$ cat src/rtl/pc_fetch_ctrl_pkg.sv
// Shared encodings for the fetch controller: PC select codes, widths and fetch states.
// Also provides the redirect decode so every user agrees on what counts as a jump.
package pc_fetch_ctrl_pkg;

  localparam int WIDTH_PCSEL = 2;
  localparam logic [WIDTH_PCSEL-1:0] PCSEL_PC4  = 2'd0;
  localparam logic [WIDTH_PCSEL-1:0] PCSEL_JUMP = 2'd1;

  localparam int WIDTH_PC = 32;

  typedef enum logic [1:0] {
    FST_BOOT = 2'd0,
    FST_REQ  = 2'd1,
    FST_WAIT = 2'd2,
    FST_DROP = 2'd3
  } fetch_state_e;

  // Every encoding other than PCSEL_JUMP continues sequential fetch.
  function automatic logic is_redirect(input logic [WIDTH_PCSEL-1:0] sel);
    return sel == PCSEL_JUMP;
  endfunction

endpackage

$ cat src/rtl/pc_fetch_ctrl_pc_next_gen.sv
// Next fetch-PC selection: aligned redirect target, pc+4 on an accepted request, else hold.
// Misalignment is flagged combinationally whenever an enabled redirect has nonzero low bits.
module pc_fetch_ctrl_pc_next_gen #(
  parameter int PC_W = 32
) (
  input  logic [PC_W-1:0] i_pc_q,
  input  logic [PC_W-1:0] i_branch_pc,
  input  logic            i_redirect,
  input  logic            i_advance,
  output logic [PC_W-1:0] o_pc_next,
  output logic            o_misalign
);

  logic [PC_W-1:0] w_target;
  logic [PC_W-1:0] w_pc_plus4;

  assign w_target   = {i_branch_pc[PC_W-1:2], 2'b00};
  assign w_pc_plus4 = i_pc_q + PC_W'(4);

  // A redirect wins over +4 when both happen in the same cycle.
  always_comb begin
    o_pc_next = i_pc_q;
    if (i_redirect) begin
      o_pc_next = w_target;
    end else if (i_advance) begin
      o_pc_next = w_pc_plus4;
    end
  end

  assign o_misalign = i_redirect && (i_branch_pc[1:0] != 2'b00);

endmodule

$ cat src/rtl/pc_fetch_ctrl.sv
// Fetch-PC owner: single-outstanding instruction-memory requests, IF/ID output register,
// and redirect handling that drops wrong-path responses and flushes IF/ID.
module pc_fetch_ctrl
  import pc_fetch_ctrl_pkg::*;
#(
  parameter int              PC_W     = 32,
  parameter int              INST_W   = 32,
  parameter logic [PC_W-1:0] RESET_PC = 32'h0000_0000
) (
  input  logic                   clk,
  input  logic                   rst_n,
  input  logic [WIDTH_PCSEL-1:0] pc_sel,
  input  logic [PC_W-1:0]        branch_pc,
  input  logic                   stall,
  output logic                   imem_req,
  output logic [PC_W-1:0]        imem_addr,
  input  logic                   imem_gnt,
  input  logic                   imem_rvalid,
  input  logic [INST_W-1:0]      imem_rdata,
  output logic                   if_valid,
  output logic [PC_W-1:0]        if_pc,
  output logic [INST_W-1:0]      if_inst,
  output logic                   flush_id,
  output logic                   misalign
);

  fetch_state_e r_state;
  fetch_state_e w_state_next;

  logic [PC_W-1:0]   r_pc_q;
  logic [PC_W-1:0]   r_req_pc;
  logic              r_if_valid;
  logic [PC_W-1:0]   r_if_pc;
  logic [INST_W-1:0] r_if_inst;
  logic              r_flush_id;

  logic [PC_W-1:0] w_pc_next;
  logic            w_misalign;
  logic            w_redirect;
  logic            w_hold;
  logic            w_req;
  logic            w_fire;
  logic            w_accept;

  // Redirects are ignored while booting; the first fetch always uses RESET_PC.
  assign w_redirect = is_redirect(pc_sel) && (r_state != FST_BOOT);
  assign w_hold     = stall && r_if_valid;
  assign w_req      = (r_state == FST_REQ) && !w_hold;
  assign w_fire     = w_req && imem_gnt;
  assign w_accept   = (r_state == FST_WAIT) && imem_rvalid && !w_redirect;

  pc_fetch_ctrl_pc_next_gen #(
    .PC_W (PC_W)
  ) u_pc_next_gen (
    .i_pc_q      (r_pc_q),
    .i_branch_pc (branch_pc),
    .i_redirect  (w_redirect),
    .i_advance   (w_fire),
    .o_pc_next   (w_pc_next),
    .o_misalign  (w_misalign)
  );

  always_ff @(posedge clk or negedge rst_n) begin
    if (!rst_n) begin
      r_state <= FST_BOOT;
    end else begin
      r_state <= w_state_next;
    end
  end

  // DROP leaves on its rvalid even if another redirect lands that cycle: nothing is outstanding.
  always_comb begin
    w_state_next = r_state;
    case (r_state)
      FST_BOOT: w_state_next = FST_REQ;
      FST_REQ: begin
        if (w_redirect) begin
          w_state_next = w_fire ? FST_DROP : FST_REQ;
        end else if (w_fire) begin
          w_state_next = FST_WAIT;
        end
      end
      FST_WAIT: begin
        if (imem_rvalid) begin
          w_state_next = FST_REQ;
        end else if (w_redirect) begin
          w_state_next = FST_DROP;
        end
      end
      FST_DROP: begin
        if (imem_rvalid) begin
          w_state_next = FST_REQ;
        end
      end
      default: w_state_next = FST_BOOT;
    endcase
  end

  always_ff @(posedge clk or negedge rst_n) begin
    if (!rst_n) begin
      r_pc_q     <= RESET_PC;
      r_req_pc   <= '0;
      r_flush_id <= 1'b0;
    end else begin
      r_pc_q     <= w_pc_next;
      r_flush_id <= w_redirect;
      if (w_fire) begin
        r_req_pc <= r_pc_q;
      end
    end
  end

  // IF/ID output: load on an accepted response, hold only while stalled, otherwise consumed.
  always_ff @(posedge clk or negedge rst_n) begin
    if (!rst_n) begin
      r_if_valid <= 1'b0;
      r_if_pc    <= '0;
      r_if_inst  <= '0;
    end else begin
      if (w_accept) begin
        r_if_valid <= 1'b1;
        r_if_pc    <= r_req_pc;
        r_if_inst  <= imem_rdata;
      end else if (w_redirect || !w_hold) begin
        r_if_valid <= 1'b0;
      end
    end
  end

  assign imem_req  = w_req;
  assign imem_addr = r_pc_q;
  assign if_valid  = r_if_valid;
  assign if_pc     = r_if_pc;
  assign if_inst   = r_if_inst;
  assign flush_id  = r_flush_id;
  assign misalign  = w_misalign;

endmodule

$ cat config.mk
export PLATFORM = sky130hd
export DESIGN_NAME = pc_fetch_ctrl
export DESIGN_NICKNAME = d
export VERILOG_FILES = /design/src/rtl/pc_fetch_ctrl_pkg.sv /design/src/rtl/pc_fetch_ctrl_pc_next_gen.sv /design/src/rtl/pc_fetch_ctrl.sv
export SDC_FILE = /design/constraint.sdc
export NUM_CORES = 1
export LEC_CHECK = 0
export CORE_MARGIN = 2
export CORE_UTILIZATION = 34
export DETAILED_ROUTE_END_ITERATION = 8
export PLACE_DENSITY = 0.68
export SETUP_SLACK_MARGIN = 0.1
export SYNTH_ARGS = -nofsm -noshare
export SYNTH_HDL_FRONTEND = slang
export SYNTH_HIERARCHICAL = 1
export SYNTH_SLANG_ARGS = --single-unit
$ cat constraint.sdc
create_clock -name clk -period 3.65 [get_ports clk]
set_clock_uncertainty 0.15 [all_clocks]
set_input_delay 0.73 -clock clk [delete_from_list [all_inputs] [get_ports clk]]
set_output_delay 0.73 -clock clk [all_outputs]
set_load 0.05 [all_outputs]
======== Yosys cells after proc, flatten, opt, wreduce, memory -nomap -nowiden ========
Index checks and enable logic that the tools add are counted.
cells by class
  $add $sub $neg .......................... 1
  multipliers ............................. 0
  div/mod/pow operators ................... 0
  order comparisons ....................... 0
  equal/unequal tests ..................... 7
  shift-type cells ........................ 0
  mux-type cells .......................... 11
  bitwise gates (word level) .............. 0
  reductions and logical operators ........ 16
operator list
  cell                     count
  $mux W32                 2
  $add A32 B3 Y32 const B  1
  $mux W2                  6
  $pmux W2 S4              1
  $reduce_bool A2 Y1       4
  $logic_and A1 B1 Y1      7
  $ne A3 B2 Y1 const B     2
  $eq A2 B1 Y1 const B     2
  $eq A2 B2 Y1 const B     2
  $reduce_and A3 Y1        1
  $logic_not A1 Y1         2
  $logic_not A2 Y1         1
  $mux W1                  2
  $ne A2 B2 Y1 const B     1
  $logic_or A1 B1 Y1       1
word-level totals
  bits in registers ....................... 132
  bits in latches ......................... 0
  memory bits (writable) .................. 0
  bits in read-only memories .............. 0
  input port bits ......................... 71
  output and inout bits ................... 100
  word-level logic and storage cells ...... 42
  memories ................................ 0

======== Logic depth before layout (Yosys ltp) ========
Gate-level depths: netlist of run 1.
  word-level depth ........................ 7
  depth in mapped cells ................... 10
  mapped depth without buffers ............ 7

======== Hierarchy ========
Netlist of run 1, hierarchy kept.
modules (own cells, without submodules)
  module                     instances  cells each  area an instance (um^2)  sequential area each (um^2)
  pc_fetch_ctrl              1          263         4,944.7                  3,303.2
  pc_fetch_ctrl_pc_next_gen  1          179         1,056.0                  0.0

======== Least setup slack after synthesis of run 1 ========
No wires, ideal clock.
  kind .................................... input-to-output
  start point ............................. input port pc_sel[1]
  end point ............................... output port misalign
  arrival ................................. 2.444 ns
  required time ........................... 2.770 ns
  path slack .............................. 0.326 ns
  stages on the path ...................... 6
  buffers on the path ..................... 2
  cells stage by stage .................... or3b_4 inv_6 clkbuf_1 inv_1 clkbuf_1 nor2_1
on the way
  longest elaborated chain between the ends .. 3
RTL lines
  element              RTL line                         source
  from (decl)          pc_fetch_ctrl.sv:12              input logic [WIDTH_PCSEL-1:0] pc_sel,
  $eq A2 B1 Y1         pc_fetch_ctrl_pkg.sv:20          return sel == PCSEL_JUMP;
  $logic_and A1 B1 Y1  pc_fetch_ctrl.sv:46              assign w_redirect = is_redirect(pc_sel) && (r_state != FST_BOOT);
  net w_redirect       pc_fetch_ctrl.sv:39              logic w_redirect;
  $logic_and A1 B1 Y1  pc_fetch_ctrl_pc_next_gen.sv:30  assign o_misalign = i_redirect && (i_branch_pc[1:0] != 2'b00);
  to (decl)            pc_fetch_ctrl.sv:24              output logic misalign
The timed path passes the listed nets, and every way through them passes these cells.

======== Worst setup path after layout of run 1 ========
  start point ............................. input port pc_sel[0]
  end point ............................... output port misalign
Same word-level chain as after synthesis.

==> results.md, run 1 <==
* Initial core utilization at 34.7%
* Count of buffers from port buffering at 170
* Clock transition at the register clock pins on the worst setup and hold paths after CTS at 50 ps
* Layout filler cell count at 1505
* Type of the most critical hold path: in2async
* Iteration-0 DRC Markers at 202
* Max Clk Rate at 320 MHz
* Count of buffers added by post-CTS timing repair for setup at 0
* Register-to-Register Path Depth at 7
* Fraction of power consumed by sequential logic at 30.8%
* VDD IR max at 572 uV
* Worst Setup EP: misalign
* CP top delay family: buffers and inverters
* H-Tree Depth at 4
* Number of antenna repair diodes at 0
* Detailed-route vias per instance at 5.00
* Internal power at 5060 uW
* Worst Path Arrival at 2240 ps
* Kind of end point of the critical path: output port
* Worst path required time at 2770 ps
* Switching component of the power at 3830 uW
* Final Cycle Share at 85.6%
* Number of buffers inserted during clock tree synthesis at 17
* Final setup violation count at 0
* Slack of the worst reg-to-reg path at 1040 ps
* P&R area growth vs syn at 41.6%
* Total Power Consumption at 8880 uW
* Total negative slack for setup checks at 0 ps
* Post-synth top area share at 55.0%
* Slew Limit Headroom at 44.6%
* EDFF count, synth at 0
* Post-DRT Antenna Nets at 0
* Total count of hold-check failures in the final report at 0
* Biggest fanout along the worst timing path at 15
* # resized after CTS at 0
* Cell leakage power at 0.00350 uW
* RSZ-0062 raised after global routing: false
* Die outline area at 0.0187 sq mm
* Number of max-cap violations at 0
* Hold-fix buffers, CTS at 0
* Maximum number of pins on one net before global-route repair at 93
* Ordered list of cells on the worst path: clkdlybuf4s50_1, or3b_4, inv_6, inv_1, nor2_1, buf_12
* Remaining Overflow, GRT at 0
* CTS Root Buffer Type: clkbuf_16
* Post-synthesis cell count at 442
* Count of synthesis-stage warnings from yosys at 6
* Vias in the first global route at 4442
* Total number of vias at 4279
* Final core occ at 49.1%
* Gr usage total at 16.7%
* Pre-antenna DRT Iters at 4
* Clock buffer depth at 2
* Placed wire-length estimate after detailed placement at 10500 um
* Placement Rows at 48
* Share of total power in combinational logic at 49.3%
* Actual slew at the worst max-slew pin at 831 ps
* Overall die width at 137 um
* Die boundary height at 137 um
* Worst reg2reg endpoint: imem_addr[22]
* Final period demand of the worst path at 3120 ps
* Count of cell types in the netlist at 44
* Share of flip-flops with an asynchronous set or reset after synthesis at 100%
* P per Cell Area at 1050 mW/mm^2
* Fraction of the yosys area taken by sequential cells at 55.0%
* Slowest cell delay on critical path at 480 ps
* Setup crit start: pc_sel[0]
* Clock Power Share at 19.8%
* Clock tree sinks at 132
* Path length in cells of the critical path at 6
* Primary flip-flop cell chosen by synthesis mapping: dfrtp_1
* Clock tree from TritonCTS: yes
* Standard cell with the maximum stage delay on the critical path: clkdlybuf4s50_1
* Top Ports at 171
* Average instance area after synthesis at 13.6 sq um
* Number of synthesized register bits at 132
* Number of antenna violations at the first check in global routing at 0
* Max Transition Viols Final at 0
* Total Nets Final at 693
* Setup Crit Path Kind: in2out
* Share of post-route cells with drive strength above 1 at 23.5%
* Core area at 0.0173 sq mm
* Final estimated routing congestion in global placement at 0.748
* DRC at 0
* Cell area after synthesis at 0.00600 sq mm
* Clk_lat worst skew at 420 ps
* Average wire per standard cell at 17.6 um
* Library cell occupying the most area in the post-synthesis netlist: dfrtp_1
* First-pass GRT wire length at 23900 um
* Share of total power consumed by net switching at 43.1%
* Syn Nets at 518
* Leading post-synthesis cells by cell area: dfrtp_1 55%, mux2_4 15%, mux2_2 6.8%, nand2_1 2.1%, buf_12 2.0%
* Result of the run: finished clean
* Critical Path Start Type: input port
* Total buffers and inverters traversed by the critical path at 4
* Launch point of the worst reg-to-reg path: r_state[1]
* Wirelength, routed at 15100 um
[registers in the layout, summed over array words and instances, names as in the netlist]
register / cells
if_valid: 1
r_req_pc: 32
flush_id: 1
imem_addr: 32
r_state: 2
if_pc: 32
if_inst: 32
[worst min-delay path by stage]
stage	cells after the start	slack, ps	endpoint
2_1_floorplan	0	280	flush_id
3_3_place_gp	1	340	if_pc[24]
3_5_place_dp	1	340	if_pc[10]
4_1_cts	1	270	if_pc[8]
5_1_grt	1	290	r_req_pc[7]
6_report	1	220	r_req_pc[8]
[cells in the final DEF, fill, tap and decap left out, types with 2 or more instances in the layout]
| cell type | count |
|---|---|
| or4_2 | 3 |
| inv_1 | 9 |
| ha_1 | 5 |
| clkbuf_16 | 17 |
| a21oi_1 | 2 |
| o31ai_1 | 10 |
| or3_1 | 3 |
| nor2b_1 | 3 |
| xor2_1 | 5 |
| a31oi_1 | 14 |
| nand4_1 | 6 |
| nand3_2 | 2 |
| or2_2 | 2 |
| buf_12 | 3 |
| o21ai_0 | 13 |
| dfrtp_1 | 132 |
| mux2_4 | 60 |
| nor4_1 | 3 |
| buf_4 | 6 |
| or4_1 | 15 |
| clkdlybuf4s50_1 | 168 |
| nor2_1 | 16 |
| clkinv_2 | 2 |
| mux2_2 | 36 |
| xnor2_1 | 7 |
| clkinvlp_4 | 3 |
| nand3_1 | 14 |
| clkbuf_1 | 5 |
| or4b_1 | 2 |
| bufinv_16 | 4 |
| o41ai_1 | 2 |
| and3_2 | 2 |
| o211ai_1 | 5 |
| or4_4 | 2 |
| nand2_1 | 34 |
[kinds of logic after synthesis]
group | synth area share (%)
xor gates and xnor gates | 1.75
buffers and inverters | 3.94
AOI/OAI and AO/OA | 5.48
adders and majority gates | 1.04
DFF | 55.0
and+or+nand+nor | 10.8
muxes | 21.9
[power by group through the flow]
stage / clock network [uW] / registers (uW) / logic (uW)
finish: 1760 / 2740 / 4380
global route: 1880 / 2860 / 4590
CTS: 1820 / 2760 / 4410
detailed placement: 0 / 2770 / 4390
global placement: 0 / 2730 / 4340
floorplan: 0 / 4350 / 1280
[per-stage QoR]
| stage | hold WS (ps) | instances | setup slack, ps | instance area [sq um] |
|---|---|---|---|---|
| after floorplan | 284 | 442 | 326 | 6000 |
| after global placement | 336 | 823 | 545 | 7890 |
| after detailed placement | 340 | 823 | 534 | 7890 |
| after CTS | 265 | 855 | 522 | 8500 |
| after global routing | 287 | 855 | 457 | 8500 |
| final | 223 | 855 | 526 | 8500 |
[cell usage after synthesis (2+ instances only)]
master    number
xnor2_1        7
mux2_4        60
nand2_1       34
buf_2          5
or4b_1         2
mux2_2        36
or2_2          2
or4_2          3
o41ai_1        2
dfrtp_1      132
a21oi_1        2
xor2_1         5
buf_12         6
inv_1          9
nand4_1        6
or4_1         15
nor2_1        16
ha_1           5
o211ai_1       5
nand3_1       14
or3_1          3
nor4_1         3
clkbuf_1      10
or4_4          2
o21ai_0       13
o31ai_1       10
nor2b_1        3
a31oi_1       14
nand3_2        2
and3_1         2
[worst reg2reg max path, stage by stage (launching register included)]
cell and delay, ps:
dfrtp_1 410, inv_1 130, ha_1 210, and3_2 260, nand4_1 140, or3_1 540
or4_1 500, a31oi_1 180
[area by class of cell]
class | count | area, sq um | share of cell area, %
clock buffers | 23 | 458 | 5.39
clock inverters | 9 | 153 | 1.80
inverters | 10 | 42.5 | 0.501
multi-input cells | 278 | 2460 | 29.0
flip-flops and latches | 132 | 3300 | 38.9
well taps | 225 | 282 | 3.31
repair buffers | 178 | 1800 | 21.2
[metal layers]
layer	up-vias	wire (um)	track usage [%]
met5	-	0	0
met4	0	274	6.36
met3	28	1240	5.70
met2	181	7130	26.8
met1	2107	6440	20.9
li1	1963	-	-
No activity file was read; power rests on OpenSTA's default activity.
==> inputs of run 2 (changes only) <==
--- a/config.mk
+++ b/config.mk
@@ -5,6 +5,7 @@
 export SDC_FILE = /design/constraint.sdc
 export NUM_CORES = 1
 export LEC_CHECK = 0
+export ABC_AREA = 1
 export CORE_MARGIN = 2
 export CORE_UTILIZATION = 34
 export DETAILED_ROUTE_END_ITERATION = 8
==> run 2 against run 1 <==
Clock power about the same. Design area is 0.71% higher. Clock-buffer cell count is 5 lower. Power decreased by 2.2%. Sequential share of layout area fell by 0.27 points. Fmax up 2.6%. Area after synthesis up 1.1%. Critical endpoint is now imem_req. Largest power group unchanged.
==> results.md, run 2 <==
* Result of the run: finished clean
* Iteration-0 DRC Markers at 278 (+38%)
* Slew Limit Headroom at 47.2% (+2.6 points)
* Count of buffers from port buffering at 170 (unchanged)
* Leading cell type in the layout, fill and taps excluded: nand2_1
* P per Cell Area at 1020 mW/mm^2 (-2.8%)
* Final period demand of the worst path at 3050 ps (-78.4 ps)
* Worst path required time at 2770 ps (about the same)
* Wirelength, routed at 15400 um (+2.3%)
* Gr usage total at 16.6% (-0.11 points)
* Number of antenna violations at the first check in global routing at 0 (unchanged)
* Average instance area after synthesis at 8.51 sq um (-37%)
* Count of buffers added by post-CTS timing repair for setup at 0 (unchanged)
* Clock tree from TritonCTS: yes
* RSZ-0062 raised after global routing: false
* DRC at 0 (unchanged)
* Count of synthesis-stage warnings from yosys at 6 (unchanged)
* Library cell with the highest instance count after synthesis: nand2_1
* Share of flip-flops with an asynchronous set or reset after synthesis at 100% (unchanged)
* Max Transition Viols Final at 0 (unchanged)
* Setup Crit Path Kind: in2out
* P&R area growth vs syn at 41.1%
* Ordered list of cells on the worst path: clkdlybuf4s50_1, nand2_1, inv_1, nor2_1, clkdlybuf4s50_1
* Total negative slack for setup checks at 0 ps (unchanged)
* Average wire per standard cell at 13.8 um (-22%)
* Max Clk Rate at 328 MHz (+2.6%)
* Post-synthesis cell count at 713 (+61%)
* Post-synth top area share at 54.4% (-0.60 points)
* Cell leakage power at 0.00396 uW (+13%)
* Count of cell types in the netlist at 31 (-30%)
* VDD IR max at 463 uV (-19%)
* First-pass GRT wire length at 24300 um (+1.4%)
* Clock buffer depth at 2 (unchanged)
* Clock tree sinks at 132 (unchanged)
* Final Cycle Share at 83.5% (-2.1 points)
* Fraction of the yosys area taken by sequential cells at 54.4% (-0.60 points)
* Final setup violation count at 0 (unchanged)
* Placement Rows at 48 (unchanged)
* Top Ports at 171 (unchanged)
* Critical path's most frequent cell: clkdlybuf4s50_1
* Actual slew at the worst max-slew pin at 792 ps (-39.6 ps)
* Post-DRT Antenna Nets at 0 (unchanged)
* Number of synthesized register bits at 132 (unchanged)
* Total Nets Final at 957 (+38%)
* Total count of hold-check failures in the final report at 0 (unchanged)
* Register-to-Register Path Depth at 13 (+6)
* Number of max-cap violations at 0 (unchanged)
* Syn Nets at 789 (+52%)
* Worst Path Arrival at 2170 ps (-70 ps)
* Total number of vias at 5023 (+17%)
* Final estimated routing congestion in global placement at 0.850 (+14%)
* Critical Path Start Type: input port
* Overall die width at 138 um (+0.53%)
* Die outline area at 0.0189 sq mm (+1.1%)
* EDFF count, synth at 0 (unchanged)
* H-Tree Depth at 4 (unchanged)
* Type of the most critical hold path: in2async
* Maximum number of pins on one net before global-route repair at 88 (-5.4%)
* Number of antenna repair diodes at 0 (unchanged)
* Pre-antenna DRT Iters at 5 (+1)
* Clock transition at the register clock pins on the worst setup and hold paths after CTS at 50 ps (about the same)
* Biggest fanout along the worst timing path at 2 (-13)
* Cell area after synthesis at 0.00607 sq mm (+1.1%)
* Total Power Consumption at 8690 uW (-2.2%)
* Core area at 0.0174 sq mm (+0.35%)
* Clk_lat worst skew at 410 ps (about the same)
* Standard cell with the maximum stage delay on the critical path: clkdlybuf4s50_1
* Remaining Overflow, GRT at 0 (unchanged)
* Primary flip-flop cell chosen by synthesis mapping: dfrtp_1
* CTS Root Buffer Type: clkbuf_16
* Detailed-route vias per instance at 4.49 (-10%)
* Leading post-synthesis cells by cell area: dfrtp_1 54%, nand2_1 16%, o21ai_0 4.7%, inv_1 4.5%, nand3_1 3.2%
* Initial core utilization at 35.0% (+0.26 points)
* Leading cell types by count after synthesis: 263 x nand2_1, 132 x dfrtp_1, 72 x inv_1, 57 x o21ai_0, 39 x nand3_1
* Vias in the first global route at 4727 (+6.4%)
* Hold-fix buffers, CTS at 0 (unchanged)
* Die boundary height at 138 um (+0.53%)
* Placed wire-length estimate after detailed placement at 10900 um (+4.7%)
* Library cell occupying the most area in the post-synthesis netlist: dfrtp_1
* Slowest cell delay on critical path at 800 ps (+320 ps)
* Layout filler cell count at 1692 (+12%)
* # resized after CTS at 0 (unchanged)
* Kind of end point of the critical path: output port
* Share of post-route cells with drive strength above 1 at 9.73% (-14 points)
* Number of buffers inserted during clock tree synthesis at 17 (unchanged)
* Most frequent cells in the layout: 263 x nand2_1, 168 x clkdlybuf4s50_1, 132 x dfrtp_1, 72 x inv_1, 57 x o21ai_0
-- run 2: cell count changes after synthesis, sizes merged, moves of 4 or more --
cell,previous run,this run
o21ai,13,78
buf,12,20
or2,2,6
nand3,16,44
a21oi,2,6
o211ai,6,0
a31oi,14,1
nor2,17,50
mux2,96,0
o31ai,10,0
or4,20,0
inv,10,74
nand2,34,271
-- run 2: layout make-up --
cell class,count,area (sq um),share of cell area [%]
Sequential cell,132,3300,38.6
Multi-Input combinational cell,479,2280,26.7
Timing Repair Buffer,176,1780,20.8
Clock inverter,14,185,2.16
Tap cell,225,282,3.29
Clock buffer,18,439,5.13
Inverter,75,283,3.30
-- run 2: per-stage QoR --
stage          area, sq um  setup WS (ps)  std cells  hold WS (ps)  util [%]
2_1_floorplan         6070            784        713           284         -
3_3_place_gp          7930            606       1087           311      45.7
3_5_place_dp          7930            597       1087           314      45.7
4_1_cts               8560            594       1119           263      49.3
5_1_grt               8560            515       1119           290      49.3
6_report              8560            604       1119           234      49.3
-- run 2: report_power, final --
part	total (uW)	internal [uW]	switching [uW]
Sequential	2640	2110	529
Combinational	4270	1370	2900
Clock	1780	1160	625
-- run 2: cell families (layout without fill, tap and decap cells) --
kind of cell,Yosys count,count (layout),synth area share [%]
simple gates,380,380,27.6
fa+ha+maj,5,5,1.03
compound gates,85,85,7.65
flops,132,132,54.4
xor+xnor,9,9,1.30
buf+inv,102,283,7.96
-- run 2: critical path, delay by kind of cell --
kind	cells	cell delay, ps
simple gates	2	180
buf+inv	3	1260
-- run 2: final timing paths --
kind	slack, ps	endpoint	start
worst max-delay path	600	imem_req	stall
worst min-delay path	230	if_inst[10]	rst_n
worst max register to register	1360	imem_addr[26]	r_state[1]
worst min register to register	320	if_inst[12]	if_inst[12]
max in group asynchronous	2380	imem_addr[10]	rst_n
min in group clk	320	if_inst[12]	if_inst[12]
-- run 2: per-layer routing --
layer	share of wire, %	global-route usage (%)	vias up
li1	-	-	2563
met1	47	22.7	2286
met2	45	25.4	153
met3	6.1	4.05	21
met4	2.0	6.47	0
met5	0	0	-
